[src/rtl/uart_tx_engine.sv]
// uart_tx_engine: UART transmitter with valid/ready input, built-in baud divider and registered tx pin.
module uart_tx_engine #(
  parameter int CLK_FREQ  = 100_000_000,
  parameter int BAUD      = 9600,
  parameter int DATA_BITS = 8,
  parameter int PARITY    = 0,
  parameter int STOP_BITS = 1
) (
  input  logic                 clk,
  input  logic                 rst_n,
  input  logic [DATA_BITS-1:0] tx_data,
  input  logic                 tx_valid,
  output logic                 tx_ready,
  output logic                 tx,
  output logic                 busy,
  output logic                 tx_done
);
  localparam int CPB = CLK_FREQ / BAUD;
  localparam int CW  = $clog2(CPB);
  localparam logic [2:0] IDLE  = 3'd0;
  localparam logic [2:0] START = 3'd1;
  localparam logic [2:0] DATA  = 3'd2;
  localparam logic [2:0] PAR   = 3'd3;
  localparam logic [2:0] STOP  = 3'd4;
  logic [2:0]           state_q, state_d;
  logic [CW-1:0]        cnt_q, cnt_d;
  logic [2:0]           idx_q, idx_d;
  logic [DATA_BITS-1:0] sh_q, sh_d;
  logic                 par_q, par_d;
  logic                 tx_q, tx_d;
  logic                 ready_q, ready_d;
  logic                 busy_q, busy_d;
  logic                 done_q, done_d;
  logic                 wrap;
  assign wrap     = cnt_q == CW'(CPB - 1);
  assign tx       = tx_q;
  assign tx_ready = ready_q;
  assign busy     = busy_q;
  assign tx_done  = done_q;
  always_comb begin
    state_d = state_q;
    cnt_d   = (state_q == IDLE) ? cnt_q : (wrap ? '0 : cnt_q + 1'b1);
    idx_d   = idx_q;
    sh_d    = sh_q;
    par_d   = par_q;
    tx_d    = tx_q;
    ready_d = ready_q;
    busy_d  = busy_q;
    done_d  = 1'b0;
    case (state_q)
      IDLE: if (tx_valid && ready_q) begin
        sh_d    = tx_data;
        par_d   = (PARITY == 1) ? ~^tx_data : ^tx_data;
        tx_d    = 1'b0;
        ready_d = 1'b0;
        busy_d  = 1'b1;
        cnt_d   = '0;
        idx_d   = '0;
        state_d = START;
      end
      START: if (wrap) begin
        tx_d    = sh_q[0];
        sh_d    = sh_q >> 1;
        state_d = DATA;
      end
      DATA: if (wrap) begin
        if (idx_q == 3'(DATA_BITS - 1)) begin
          idx_d   = '0;
          tx_d    = (PARITY != 0) ? par_q : 1'b1;
          state_d = (PARITY != 0) ? PAR : STOP;
        end else begin
          idx_d = idx_q + 1'b1;
          tx_d  = sh_q[0];
          sh_d  = sh_q >> 1;
        end
      end
      PAR: if (wrap) begin
        tx_d    = 1'b1;
        idx_d   = '0;
        state_d = STOP;
      end
      STOP: if (wrap) begin
        if (idx_q == 3'(STOP_BITS - 1)) begin
          idx_d   = '0;
          ready_d = 1'b1;
          busy_d  = 1'b0;
          done_d  = 1'b1;
          state_d = IDLE;
        end else begin
          idx_d = idx_q + 1'b1;
        end
      end
      default: begin
        tx_d    = 1'b1;
        ready_d = 1'b1;
        busy_d  = 1'b0;
        state_d = IDLE;
      end
    endcase
  end
  always_ff @(posedge clk or negedge rst_n) begin
    if (!rst_n) begin
      state_q <= IDLE;
      cnt_q   <= '0;
      idx_q   <= '0;
      sh_q    <= '0;
      par_q   <= 1'b0;
      tx_q    <= 1'b1;
      ready_q <= 1'b1;
      busy_q  <= 1'b0;
      done_q  <= 1'b0;
    end else begin
      state_q <= state_d;
      cnt_q   <= cnt_d;
      idx_q   <= idx_d;
      sh_q    <= sh_d;
      par_q   <= par_d;
      tx_q    <= tx_d;
      ready_q <= ready_d;
      busy_q  <= busy_d;
      done_q  <= done_d;
    end
  end
endmodule

[config.mk]
export PLATFORM = sky130hd
export DESIGN_NAME = uart_tx_engine
export DESIGN_NICKNAME = d
export VERILOG_FILES = /design/src/rtl/uart_tx_engine.sv
export SDC_FILE = /design/constraint.sdc
export NUM_CORES = 1
export LEC_CHECK = 0
export CAP_MARGIN = 20
export CORE_UTILIZATION = 33
export DETAILED_ROUTE_END_ITERATION = 12
export HOLD_SLACK_MARGIN = 0.08
export SLEW_MARGIN = 20
export SYNTH_ARGS = -nofsm -noshare
export SYNTH_HDL_FRONTEND = slang
export SYNTH_SLANG_ARGS = --single-unit
[constraint.sdc]
create_clock -name clk -period 2.35 [get_ports clk]
set_clock_uncertainty 0.1 [all_clocks]
set_input_delay 0.3525 -clock clk [delete_from_list [all_inputs] [get_ports clk]]
set_output_delay 0.3525 -clock clk [all_outputs]
set_load 0.005 [all_outputs]
[Word level (Yosys, flattened, before mapping)]
Cells that the tools add are included.
W data, S select, Z words.
Storage, ports and cells
  output and inout bits: 4
  bits in registers: 32
  bits of input ports: 11
Operators by class
  equality and inequality tests: 14
  add/sub/neg operators: 2
  multiplexer cells: 40
  bitwise gates (word level): 2
  reductions and logical operators: 11
Operators by type and width (number)
  $mux W14: 4
  $mux W3: 13
  $mux W8: 4
  $pmux W8 S3: 1
  $pmux W3 S5: 1
  $reduce_and A5 Y1: 3
  $add A14 B1 Y14 const B: 1
  $eq A14 B14 Y1 const B: 1
  $ne A2 B2 Y1 const B: 7
  $mux W1: 13
  $pmux W3 S4: 1
  $reduce_and A7 Y1: 1
  $eq A3 B2 Y1 const B: 2
  $eq A3 B3 Y1 const B: 2
  $logic_not A3 Y1: 2
  $pmux W1 S3: 2
  $pmux W1 S5: 1
  $reduce_and A4 Y1: 1
  $reduce_bool A4 Y1: 1
  $add A3 B1 Y3 const B: 1
  $eq A3 B1 Y1 const B: 1
  $reduce_bool A3 Y1: 1
  $reduce_or A3 Y1: 1
  $ne A2 B1 Y1 const B: 1
  other kinds (2): 3

[Depth between registers and ports, before layout]
Gate-level depths: netlist of run 1.
  word-level depth: 5
  gate-level depth with buffers: 7
  mapped depth without buffers: 6

[Worst setup path after synthesis of run 1]
Ideal clock, no wire load.
  path type: register to register
  start: register cnt_q[0]
  end: register sh_q[0]
  data required time: 2.125 ns
  slack: 0.320 ns
  clock period less this slack: 2.030 ns
  path buffers: 1
  stages on the path, launching flop included: 7
  arrival: 1.806 ns
  setup time: 0.125 ns
  cell sequence: dfrtp_1 ha_1 and3_1 clkbuf_2 nand4_4 a211oi_4 mux2_2
On the way
  longest elaborated chain between the ends: 3
  elaborated cells between the ends (all ways): 4
RTL lines
  from (decl): RTL line 26  | logic [CW-1:0] cnt_q, cnt_d;
  from (signal assigned): RTL line 114  | cnt_q <= cnt_d;
  $eq A14 B14 Y1 (*): RTL line 35  | assign wrap = cnt_q == CW'(CPB - 1);
  $ne A2 B2 Y1 (no source line)
  $reduce_and A5 Y1 (no source line) (*)
  to (signal assigned): RTL line 106  | sh_q <= '0;
  to (signal assigned): RTL line 116  | sh_q <= sh_d;
  to (decl): RTL line 28  | logic [DATA_BITS-1:0] sh_q, sh_d;
Every way passes the cells marked *; elsewhere a longest branch is shown, timed or not.
A chain may end at the register's enable or synchronous reset.

[Final worst setup path of run 1]
  start: register idx_q[0]
  end: register sh_q[2]
On the way
  longest elaborated chain between the ends: 3
RTL lines
  from (decl): RTL line 27  | logic [2:0] idx_q, idx_d;
  from (signal assigned): RTL line 115  | idx_q <= idx_d;
  $eq A3 B3 Y1: RTL line 67  | if (idx_q == 3'(DATA_BITS - 1)) begin
  $ne A2 B2 Y1 (no source line)
  $reduce_and A5 Y1 (no source line)
Every way passes these cells.

==> results.cfg, run 1 <==
[status]
status = finished clean

[yosys]
synth_area_sq_um = 1820
ys_seq_elements = 32
yosysTopAreaCell = dfrtp_1
async_flop_share_pct = 100
ys_types = 46
syn_inst = 181
synth_warnings = 0
synth-edff-count = 0
syn-num-nets = 196
yosys-top-cells-area = dfrtp_1 (41%), mux2_2 (11%), nand2_1 (3.9%)
ys.flop_type = dfrtp_1
avgSynthCellArea_sq_um = 10.1
ys_seq_area_share_pct = 44.1
synth_top_area_share_pct = 41.2

[die]
die_w_um = 76.3
num_rows = 26
initial_core_util_pct = 35.0
ios = 15
chipHeight_um = 76.3
design.die.area_sq_um = 5820
core-area_sq_um = 5200

[place]
port_buffers = 14
hpwl_um = 2730
gp_congestion = 0.808
dp_cells = 270

[sta]
slew_headroom_pct = 65.8
period_minus_slack_ns = 2.18
finalMaxSlewViolations = 0
timing.final.crit_share_pct = 92.6
grt_setup_unrepaired = no
worst_pin_slew_ns = 0.513
hold_viol_final = 0
max_freq_ghz = 0.460
setup_violations = 0
finalSetupTns_ns = 0
fin_hold_ws_ns = 0.360

[setup_path]
cp-end-kind = register
cpPeakStageDelay_ns = 0.43
r2r_cells = 6
reg2reg_from = idx_q[0]$_DFFE_PN0P_
critical_path_arrival_ns = 2.25
critPathKind = reg2reg
worstSetupStartpointType = register
timing.reg2reg.setup_slack_ns = 0.17
cp.required_ns = 2.42
crit_fanout = 8
crit_path_frequent_cell = ha_1
crit_path_cell_trace = ha_1 -> ha_1 -> o21ai_0 -> nand2_1 -> a211oi_4 -> mux2_2
slowest_stage = a211oi_4
r2r-end = sh_q[2]$_DFFE_PN0P_

[layout]
finalNetCount = 222
utilization_pct = 42.6
fillers = 518
antennaDiodeCount = 0
drive_above_1_share_pct = 22.6
syn2layout_area_growth_pct = 21.8
fin_cells = 278

[route]
first_pass_iters = 4
via_per_inst = 5.27
drt_iter0_drc = 61
wirelength_um = 3820
drc = 0
vias = 1465
ant_nets = 0
wl_per_cell_um = 13.8

[clock_network]
post_cts_resized = 0
cts.clk_slew.worst_paths_ns = 0.07
cts_tree = built
clkLatencyLatePin_ns = 0.29
cts_buffers = 5
cts.sinks = 32
clockBufferDepth = 2
cts_setup_buffers = 0
root_buffer = clkbuf_8
cts.htree.levels = 2
postCtsHoldBufs = 0

[worst_hold_path]
hold_path_class = in2async

[grt]
grt_usage_pct = 14.4
overflow = 0
first_global_vias = 1462
grt_start_max_net_pins = 33
antenna_found_initial = 0
grt_pass1_wl_um = 6840

[flow_run]
drv_cap = 0

[pwr]
power_density_nw_per_um2 = 501
peakVddDrop_mv = 0.272
p_leak_nw = 0.958
## worst max-delay path by stage
stage | from | endpoint | slack (ns) | cells past startpoint
5_1_grt | idx_q[0]$_DFFE_PN0P_ | sh_q[5]$_DFFE_PN0P_ | 0.02 | 6
3_5_place_dp | idx_q[0]$_DFFE_PN0P_ | sh_q[2]$_DFFE_PN0P_ | 0.18 | 6
6_report | idx_q[0]$_DFFE_PN0P_ | sh_q[2]$_DFFE_PN0P_ | 0.17 | 6
3_3_place_gp | idx_q[0]$_DFFE_PN0P_ | sh_q[1]$_DFFE_PN0P_ | 0.18 | 6
4_1_cts | idx_q[0]$_DFFE_PN0P_ | sh_q[2]$_DFFE_PN0P_ | 0.16 | 6
2_1_floorplan | cnt_q[0]$_DFF_PN0_ | sh_q[0]$_DFFE_PN0P_ | 0.32 | 6
## logic make-up after synthesis
family / count (synthesis) / synth area share (%)
buf+inv: 13 / 2.95
simple gates: 64 / 19.9
flops: 32 / 44.1
mux: 18 / 11.1
fa+ha+maj: 4 / 2.75
xor+xnor: 1 / 0.481
compound gates: 49 / 18.8
## state kept, by name (all words and copies together) (netlist names)
register  cells
sh_q          8
state_q       3
tx            1
idx_q         3
cnt_q        14
busy          1
tx_done       1
tx_ready      1
## placed cells by master, fill, tap and decap left out, types with 2 or more instances in the layout
| master | instances |
|---|---|
| ha_1 | 4 |
| a41oi_1 | 2 |
| nand2_1 | 19 |
| a31oi_1 | 9 |
| mux2_2 | 17 |
| nand3_1 | 5 |
| nor4_1 | 3 |
| a21oi_1 | 12 |
| nand2b_1 | 5 |
| nand4_1 | 4 |
| o311ai_0 | 2 |
| dfstp_2 | 2 |
| inv_1 | 5 |
| buf_4 | 13 |
| and3_1 | 3 |
| clkbuf_8 | 5 |
| nor3_1 | 3 |
| clkdlybuf4s50_1 | 14 |
| o21ai_0 | 10 |
| o22ai_1 | 3 |
| nor2_1 | 9 |
| nor2b_1 | 3 |
| dfrtp_1 | 30 |
## layer usage
metal / vias to the layer above / wire, um / track usage [%]
li1: 730 / - / -
met1: 699 / 1880 / 19.1
met2: 29 / 1750 / 22.6
met3: 7 / 148 / 4.19
met4: 0 / 47 / 4.62
met5: - / 0 / 0
## worst max-delay path: cells and delay by family, from the launching register on
family / cells / cell delay (ns)
compound gates: 2 / 0.63
mux: 1 / 0.38
fa+ha+maj: 2 / 0.39
flops: 1 / 0.41
simple gates: 1 / 0.14
## Yosys cell counts (all sizes together), types with 2 or more instances
master,number
dfrtp,30
nand2,19
mux2,17
a21oi,13
nor2,10
o21ai,10
a31oi,9
clkbuf,6
inv,5
nand2b,5
nand3,5
nand4,5
ha,4
nor4,4
a41oi,3
and3,3
nor2b,3
nor3,3
o22ai,3
a211oi,2
buf,2
dfstp,2
o311ai,2
## area by class of cell
class	count	area, sq um	share of cell area, %
multi-input cells	136	965	43.5
repair buffers	27	238	10.7
inverters	5	18.8	0.846
flip-flops and latches	32	803	36.2
clock buffers	6	72.6	3.27
well taps	70	87.6	3.95
clock inverters	2	35.0	1.58
## per-stage QoR
step | total power (W) | cell area, sq um | worst slack, ns
2_1_floorplan | 0.000567 | 1820 | 0.320
3_3_place_gp | 0.000597 | 2110 | 0.181
3_5_place_dp | 0.000598 | 2110 | 0.179
4_1_cts | 0.00112 | 2220 | 0.159
5_1_grt | 0.00115 | 2220 | 0.0242
6_report | 0.00111 | 2220 | 0.175
## where the power goes
group / leakage (nW) / switching (W) / internal [W]
logic: 0.536 / 0.0000148 / 0.0000204
registers: 0.367 / 0 / 0.000551
clock network: 0.0552 / 0.000210 / 0.000315
Power figures use the tool's default switching activity.
==> run 2, diff against run 1 <==
GPL_TIMING_DRIVEN = 0   (was unset)
REMOVE_ABC_BUFFERS = 1   (was unset)
clock period = 2.6 ns   (was 2.35 ns; I/O delays follow)
==> results.cfg, run 2 (synthesis results as in run 1) <==
[setup_path]
crit_path_cell_trace = ha_1 -> and3_1 -> a41oi_2 -> o21ai_0 -> a31oi_1
cp.required_ns = 2.70
crit_fanout = 19
critical_path_arrival_ns = 2.45
slowest_stage = a41oi_2
cp.depth = 5
critPathTopFamily = compound AO/OA/AOI/OAI gates
cp-end-kind = register
critPathBufInv = 0
worstSetupStartpointType = register
cpPeakStageDelay_ns = 0.72
r2r_cells = 5
critPathKind = reg2reg

[layout]
final_cell_mix = dfrtp_1 (30), nand2_1 (19), mux2_2 (17)
largest_reg_flops = 14
antennaDiodeCount = 0
syn2layout_area_growth_pct = 16.8
drive_above_1_share_pct = 17.8
top_register = cnt_q
final_common_cell = dfrtp_1
reg_top3 = cnt_q x14, sh_q x8
finalNetCount = 211

[pwr]
peakVddDrop_mv = 0.284
power_density_nw_per_um2 = 425
p_leak_nw = 0.904

[grt]
gr-usage-met3_pct = 3.59
globalRouteMet2Util_pct = 21.6
grt_pass1_wl_um = 6500
antenna_found_initial = 0
grt_start_max_net_pins = 22
overflow = 0
grtUsageMet1_pct = 17.6
top_usage_layer = met2
grt_usage_pct = 13.9
first_global_vias = 1403

[sta]
worst_pin_slew_ns = 0.813
finalSetupTns_ns = 0
max_freq_ghz = 0.425
grt_setup_unrepaired = no
slew_headroom_pct = 45.8
fin_hold_ws_ns = 0.396
hold_viol_final = 0
period_minus_slack_ns = 2.35
finalMaxSlewViolations = 0
setup_violations = 0
timing.final.crit_share_pct = 90.6

[route]
first_pass_iters = 4
wl_per_cell_um = 14.4
drc = 0
drt_iter0_drc = 76
wirelength_um = 3850
ant_nets = 0
vias = 1443
via_per_inst = 5.40

[clock_network]
clockBufferDepth = 2
cts.htree.levels = 2
clkLatencyLatePin_ns = 0.28
cts.clk_slew.worst_paths_ns = 0.07
root_buffer = clkbuf_8
cts.sinks = 32
cts_buffers = 5
cts_setup_buffers = 0
cts_tree = built

[die]
die_w_um = 76.3
chipHeight_um = 76.3
core-area_sq_um = 5200
initial_core_util_pct = 35.0
ios = 15
design.die.area_sq_um = 5820
num_rows = 26

[place]
gp_congestion = 0.751
port_buffers = 14
hpwl_um = 2620

[worst_hold_path]
hold_depth = 2
hold_path_class = reg2reg

[flow_run]
drv_cap = 0

[status]
status = finished clean
## run 2: changes by cell type in the layout (fill, tap and decap cells not counted), sizes merged
| cell | change |
|---|---|
| buf | -11 |
| bufinv | -1 |
| clkbuf | +1 |
| clkdlybuf4s50 | -1 |
| dlygate4sd3 | +1 |
## run 2: path summary, 6_finish.rpt
kind	to	from	slack (ns)
max in group asynchronous	tx$_DFFE_PN1P_	rst_n	1.48
max	cnt_q[8]$_DFF_PN0_	cnt_q[0]$_DFF_PN0_	0.25
min reg2reg	tx_ready$_DFFE_PN1P_	tx_ready$_DFFE_PN1P_	0.40
max reg2reg	cnt_q[8]$_DFF_PN0_	cnt_q[0]$_DFF_PN0_	0.25
min	tx_ready$_DFFE_PN1P_	tx_ready$_DFFE_PN1P_	0.40
min in group asynchronous	cnt_q[6]$_DFF_PN0_	rst_n	0.43
## run 2: power by group
group | switching [W] | internal, W
Combinational | 0.0000141 | 0.0000218
Sequential | 0 | 0.000498
Clock | 0.000182 | 0.000188
Total | 0.000196 | 0.000707
## run 2: final cells by class
| cell class | count | area (sq um) |
|---|---|---|
| fill | 537 | 3080 |
| clock buffer | 7 | 76.3 |
| timing repair buffer | 16 | 173 |
| clock inverter | 1 | 5.00 |
| tap | 70 | 87.6 |
| multi-input combinational | 136 | 965 |
| sequential | 32 | 803 |
| inverter | 5 | 18.8 |
## run 2: routing by layer
| metal | vias to the layer above | share of wire [%] |
|---|---|---|
| met5 | - | 0 |
| met4 | 0 | 2.3 |
| met3 | 11 | 3.3 |
| met2 | 25 | 46 |
| met1 | 699 | 48 |
| li1 | 708 | - |
## run 2: timing repair
| action | CTS | global route |
|---|---|---|
| resized for setup | 0 | 0 |
| setup endpoints to repair | 0 | 0 |
| endpoints found under the hold margin | 11 | 0 |
| hold buffers | 1 | 0 |
## run 2: worst register-to-register path, stage by stage, from the launching register on
cell     delay [ns]
dfrtp_1        0.42
ha_1           0.25
and3_1         0.31
a41oi_2        0.72
o21ai_0        0.24
a31oi_1        0.24
## run 2: per-stage QoR
stage	power, W	setup slack, ns	area [sq um]	utilization (%)	std cells
5_1_grt	0.000936	0.0899	2130	40.9	267
4_1_cts	0.000921	0.223	2130	40.9	267
2_1_floorplan	0.000513	0.568	1790	-	173
6_report	0.000904	0.245	2130	40.9	267
3_3_place_gp	0.000539	0.291	2010	38.7	257
3_5_place_dp	0.000543	0.249	2040	39.1	258
==> run 3, diff against run 2 <==
ABC_CLOCK_PERIOD_IN_PS = 2600   (was unset)
SKIP_CTS_REPAIR_TIMING = 1   (was unset)
==> results of run 3 <==
Final layout, timing and power as in run 2 (identical DEF).
